[src/rtl/tdm_demux16.sv]
// Serial-to-parallel TDM demultiplexer: one bit per valid cycle is steered into
// one of 16 lane slots; a completed frame is presented as a single 16-bit word.
module tdm_demux16 #(
    parameter bit SYNC_REQUIRED = 1'b1
) (
    input  logic        clk,
    input  logic        rst_n,
    input  logic        din,
    input  logic        din_valid,
    input  logic        sync,
    output logic [0:15] dout,
    output logic        dout_valid,
    output logic [0:3]  slot,
    output logic        locked,
    output logic        sync_err
);

    localparam int unsigned LANES  = 16;
    localparam int unsigned SLOT_W = 4;
    localparam logic [SLOT_W-1:0] LAST_SLOT = SLOT_W'(LANES - 1);

    typedef enum logic {
        S_HUNT   = 1'b0,
        S_LOCKED = 1'b1
    } state_t;

    localparam state_t RST_STATE = SYNC_REQUIRED ? S_HUNT : S_LOCKED;

    state_t              state_q, state_d;
    logic [SLOT_W-1:0]   slot_q, slot_d;
    logic [0:LANES-2]    shadow_q, shadow_d;
    logic [0:LANES-1]    dout_q, dout_d;
    logic                dout_valid_q, dout_valid_d;
    logic                sync_err_q, sync_err_d;
    logic                locked_q, locked_d;

    // Next-state: slot 15 bit is never stored; it goes straight into dout.
    always_comb begin
        state_d      = state_q;
        slot_d       = slot_q;
        shadow_d     = shadow_q;
        dout_d       = dout_q;
        dout_valid_d = 1'b0;
        sync_err_d   = 1'b0;

        if (din_valid) begin
            unique case (state_q)
                S_HUNT: begin
                    if (sync) begin
                        shadow_d[0] = din;
                        slot_d      = SLOT_W'(1);
                        state_d     = S_LOCKED;
                    end
                end
                S_LOCKED: begin
                    if (sync) begin
                        sync_err_d  = (slot_q != '0);
                        shadow_d[0] = din;
                        slot_d      = SLOT_W'(1);
                    end else if (slot_q == LAST_SLOT) begin
                        dout_d       = {shadow_q, din};
                        dout_valid_d = 1'b1;
                        slot_d       = '0;
                    end else begin
                        shadow_d[slot_q] = din;
                        slot_d           = slot_q + SLOT_W'(1);
                    end
                end
                default: state_d = RST_STATE;
            endcase
        end

        locked_d = (state_d == S_LOCKED);
    end

    always_ff @(posedge clk or negedge rst_n) begin
        if (!rst_n) begin
            state_q      <= RST_STATE;
            slot_q       <= '0;
            shadow_q     <= '0;
            dout_q       <= '0;
            dout_valid_q <= 1'b0;
            sync_err_q   <= 1'b0;
            locked_q     <= (RST_STATE == S_LOCKED);
        end else begin
            state_q      <= state_d;
            slot_q       <= slot_d;
            shadow_q     <= shadow_d;
            dout_q       <= dout_d;
            dout_valid_q <= dout_valid_d;
            sync_err_q   <= sync_err_d;
            locked_q     <= locked_d;
        end
    end

    assign dout       = dout_q;
    assign dout_valid = dout_valid_q;
    assign slot       = slot_q;
    assign locked     = locked_q;
    assign sync_err   = sync_err_q;

endmodule
[config.mk]
export PLATFORM = sky130hd
export DESIGN_NAME = tdm_demux16
export DESIGN_NICKNAME = d
export VERILOG_FILES = /design/src/rtl/tdm_demux16.sv
export SDC_FILE = /design/constraint.sdc
export NUM_CORES = 1
export LEC_CHECK = 0
export BUFFER_PORTS_ARGS = -buffer_cell sky130_fd_sc_hd__buf_2
export CAP_MARGIN = 10
export CORE_ASPECT_RATIO = 1.1
export CORE_MARGIN = 5
export CORE_UTILIZATION = 58
export CTS_BUF_LIST = sky130_fd_sc_hd__clkbuf_8
export DETAILED_ROUTE_END_ITERATION = 16
export PLACE_DENSITY = 0.89
export SLEW_MARGIN = 15
export SYNTH_ARGS = -nofsm -noshare
export SYNTH_HDL_FRONTEND = slang
export SYNTH_SLANG_ARGS = --single-unit
[constraint.sdc]
create_clock -name clk -period 2.7 [get_ports clk]
set_input_delay 0.405 -clock clk [delete_from_list [all_inputs] [get_ports clk]]
set_output_delay 0.405 -clock clk [all_outputs]
set_load 0.1 [all_outputs]
# ---- Yosys cells after proc, flatten, opt, wreduce, memory -nomap -nowiden
# Index checks and enable logic that the tools add are counted.
# W data, S select, Z words.
dict set report word_totals {
  input_bits 5
  register_bits 38
  latchBits 0
  ramBits 0
  elab_cells 43
  n_memories 0
  rom_bits 0
}
dict set report classes {
  n_mul 0
  addsub 1
  shifts 0
  eq_ne 3
  order_cmp 2
  n_bitwise 4
  n_reduce_logical 6
  mux 20
  div 0
}
# operator n
set op_table {}
lappend op_table {{$bwmux W15} 1}
lappend op_table {{$mux W15} 1}
lappend op_table {{$mux W1} 12}
lappend op_table {{$mux W4} 3}
lappend op_table {{$pmux W4 S2} 1}
lappend op_table {{$reduce_and A4 Y1} 2}
lappend op_table {{$ge A5 B5 Y1 const B} 1}
lappend op_table {{$lt A5 B1 Y1 const B} 1}
lappend op_table {{$not A4 Y5} 1}
lappend op_table {{$add A4 B1 Y4 const B} 1}
lappend op_table {{$demux W1 S4} 1}
lappend op_table {{$eq A4 B4 Y1 const B} 1}
lappend op_table {{$reduce_bool A4 Y1} 1}
lappend op_table {{$ne A3 B3 Y1 const B} 1}
lappend op_table {{$not A1 Y1} 3}
lappend op_table {{$reduce_and A3 Y1} 1}
lappend op_table {{$ne A2 B2 Y1 const B} 1}
lappend op_table {{$pmux W1 S2} 1}
lappend op_table {{$reduce_and A2 Y1} 1}
lappend op_table {{$logic_and A1 B1 Y1} 1}

# ---- Logic depth before layout (Yosys ltp)
dict set report logic_depth {
  depth_word 9
  mapped_depth 5
  mapped_depth_nobuf 5
}

# ---- Least setup slack after synthesis
# OpenSTA, ideal clock, no wires.
dict set report synth_path {
  kind {flip-flop to flip-flop}
  from {register slot_q[0] (netlist: slot[3])}
  to {register dout_q (netlist bit dout[0])}
  n_path_buf 1
  period_less_slack_ns 2.381
  arrival_ns 2.254
  path_stages_with_launch 6
  required_ns 2.574
  setup_ns 0.126
  slack_ns 0.319
  cell_sequence {dfrtp_1 -> ha_1 -> nand4b_4 -> nor2_8 -> buf_12 -> mux2_4}
}
dict set report synth_between {
  elab_chain_len 2
}
# element line_no
set synth_rtl {}
lappend synth_rtl {{start: declaration} 30} ;# logic [SLOT_W-1:0] slot_q, slot_d;
lappend synth_rtl {{start signal: assignment} 87} ;# slot_q <= slot_d;
lappend synth_rtl {{$eq A4 B4 Y1} 60} ;# end else if (slot_q == LAST_SLOT) begin
lappend synth_rtl {{$reduce_and A4 Y1 (no source line)} --}
lappend synth_rtl {{end signal: assignment} 89} ;# dout_q <= dout_d;
lappend synth_rtl {{end: declaration} 32} ;# logic [0:LANES-1] dout_q, dout_d;
# No other way between the ends.
# A chain may end at the register's enable or synchronous reset.

# ---- Final worst setup path
dict set report layout_path {
  from {register slot_q[0] (netlist: slot[3])}
  to {register dout_q (netlist bit dout[15])}
}
# Same word-level chain as after synthesis.

==> metrics.csv <==
metric;value;unit
DR pass1 iterations;4;
overflow left after global routing;0;
Async SR Flop Fraction;1.00;
Hold Fails Final Rpt;0;
Slew Limit Fails;0;
unique cell type count in the Yosys netlist;34;
leading area contributor after synthesis;dfrtp_1;
IO Port Bufs;27;
CTS tree;built;
share of layout cells above drive strength 1;0.465;
most common cell in the synthesized netlist;dfrtp_1;
# diodes;0;
P_leak;0.00104;uW
Worst slew margin;0.458;
fin area;0.00199;mm2
DP Area;0.00190;mm2
final WL;3310;um
Detailed Place HPWL;2290;um
Clock Tree Buf Depth;2;
Hold WC Path Type;in -> async;
area of the core;0.00300;mm2
CP Cell Sequence;ha_1, nand4b_4, nor2_8, mux2_2;
Post-CTS Setup Inserts;0;
Skew-Pair Late Insertion Delay;0.29;ns
# setup viols final;0;
Syn Std Cell Area;0.00178;mm2
Final ANT Viol Nets;0;
pin count of the biggest net entering global routing;39;
num rows;21;
DR vias;1127;
RR Endpoint;dout[15];
Power per Cell Area;713;mW/mm2
Tmin final;1.88;ns
hold_buf cts;0;
Post-synth top cells;dfrtp_1 (38), mux2_2 (20), mux2_4 (11);
delay-heaviest family, CP;simple AND/OR/NAND/NOR gates;
CP Max Fanout;17;
power consumption;1420;uW
placed insts;181;
H-tree depth;2;
beginning of the critical path;slot[3];
sequential area share after synthesis;0.535;
crit path DAT;2.06;ns
r2r setup slk;0.82;ns
Die X;62.8;um
FF+latch count, synth;38;
Crit. path cell count;4;
reg2reg start;slot[3];
cells after synthesis;127;
Nets;163;
vias in the first global route;1177;
fmax;0.531;GHz
Register Area;951;um2
max cap viols;0;
post-cts resize count;0;
die area;0.00427;mm2
final non-filler cell total;189;
CTS sink count;38;
R2R depth;4;
VDD IR-drop max;0.654;mV
CTS buffer count;5;
Tot GR Track Use;0.175;
multi-input combinational cell area;753;um2
Post-synth EDFFs;0;
DR DRC count;0;
DR WL/cell;17.5;um
initial antenna violation count;0;
# IOs;28;
Clock Skew;0.00761;ns
die height;68.1;um
Hold WS;0.206;ns
RSZ-0062 raised after global routing;false;
worst path bufs/invs;0;
gpl congestion;0.785;
Filler cells;221;
CP Data Required Time;2.88;ns
Post-Syn Area per Cell;14.0;um2
Setup crit end;dout[15];
Critical-path top delay cell;dfrtp_1;
Setup TNS;0;ns
Crit Path Category;reg -> reg;
first-pass GRT wire length;5710;um
status;finished, final reports clean;
fin crit share;0.698;
starting density of the core;0.593;
Crit. End Element;register;
Vias/cell;5.96;
Detailed Route Iter0 Violations;35;
CTS clk-pin slew, worst paths;0.08;ns
total of warnings raised by yosys;0;
Synth Flop Type;dfrtp_1;
Max stage delay on crit path;0.47;ns
area growth from synthesis to layout;12.1;%
fraction of synthesized cell area taken by the top area cell type;0.535;
measured slew at the worst slew-check pin;0.814;ns
Synthesized Nets;136;
top cells by area, synth;dfrtp_1 (54%), mux2_2 (13%), mux2_4 (9.3%);
clock root buffer;clkbuf_8;
CP Launch Type;register;
## routing by layer
metal	GRT usage	wire [um]
met5	0	0
met3	0.0443	210
met2	0.286	1610
met1	0.213	1380
met4	0.103	109
## cells in the final DEF (no fill, tap or decap), drive strengths merged, types with 2 or more instances in the layout
cell | Yosys | routed
nor3 | 4 | 4
nand4b | 3 | 3
nand2 | 2 | 2
inv | 4 | 4
and4bb | 2 | 2
a31oi | 2 | 2
buf | 6 | 27
ha | 4 | 4
o22ai | 2 | 2
dfrtp | 38 | 38
mux2 | 31 | 31
nand2b | 2 | 2
nor2 | 7 | 7
nand4 | 2 | 2
nand3 | 5 | 5
o21a | 2 | 2
o21ai | 2 | 2
clkbuf | 1 | 6
## worst min-delay path by stage
stage | end | slack [ns] | cells past startpoint
after CTS | slot[3] | 0.23 | 1
after detailed placement | dout[0] | 0.49 | 1
after global routing | slot[3] | 0.27 | 1
after floorplan | dout[0] | 0.11 | 0
after global placement | dout[13] | 0.48 | 1
final | dout_valid | 0.21 | 1
## registers in the layout (all words and copies together) (netlist names)
register / flops
dout: 16
shadow_q: 15
slot: 4
dout_valid: 1
locked: 1
sync_err: 1
## power by group
group / internal (uW) / leakage [uW] / switching (uW)
Sequential: 644 / 0.000508 / 67.7
Combinational: 101 / 0.000480 / 206
Clock: 205 / 0.0000472 / 196
Total: 950 / 0.00104 / 470
## metrics by stage
step                utilization  worst slack (ns)
finish                    0.665             0.816
global route              0.665             0.696
CTS                       0.665             0.804
detailed placement        0.633             0.847
global placement          0.633             0.928
floorplan                     -             0.319
## layout make-up
| cell class | instances | area share |
|---|---|---|
| sequential | 38 | 0.477 |
| multi-input combinational | 78 | 0.378 |
| timing repair buffer | 27 | 0.0678 |
| clock buffer | 6 | 0.0415 |
| tap | 34 | 0.0214 |
| inverter | 4 | 0.00754 |
| clock inverter | 2 | 0.00628 |
## cell families after synthesis
family / after synthesis / synth area share
AOI/OAI and AO/OA: 12 / 0.0451
buffers and inverters: 11 / 0.0408
and+or+nand+nor: 31 / 0.131
muxes: 31 / 0.220
adders and majority gates: 4 / 0.0282
DFF: 38 / 0.535
Note: power is estimated with default switching activity, not from simulation.
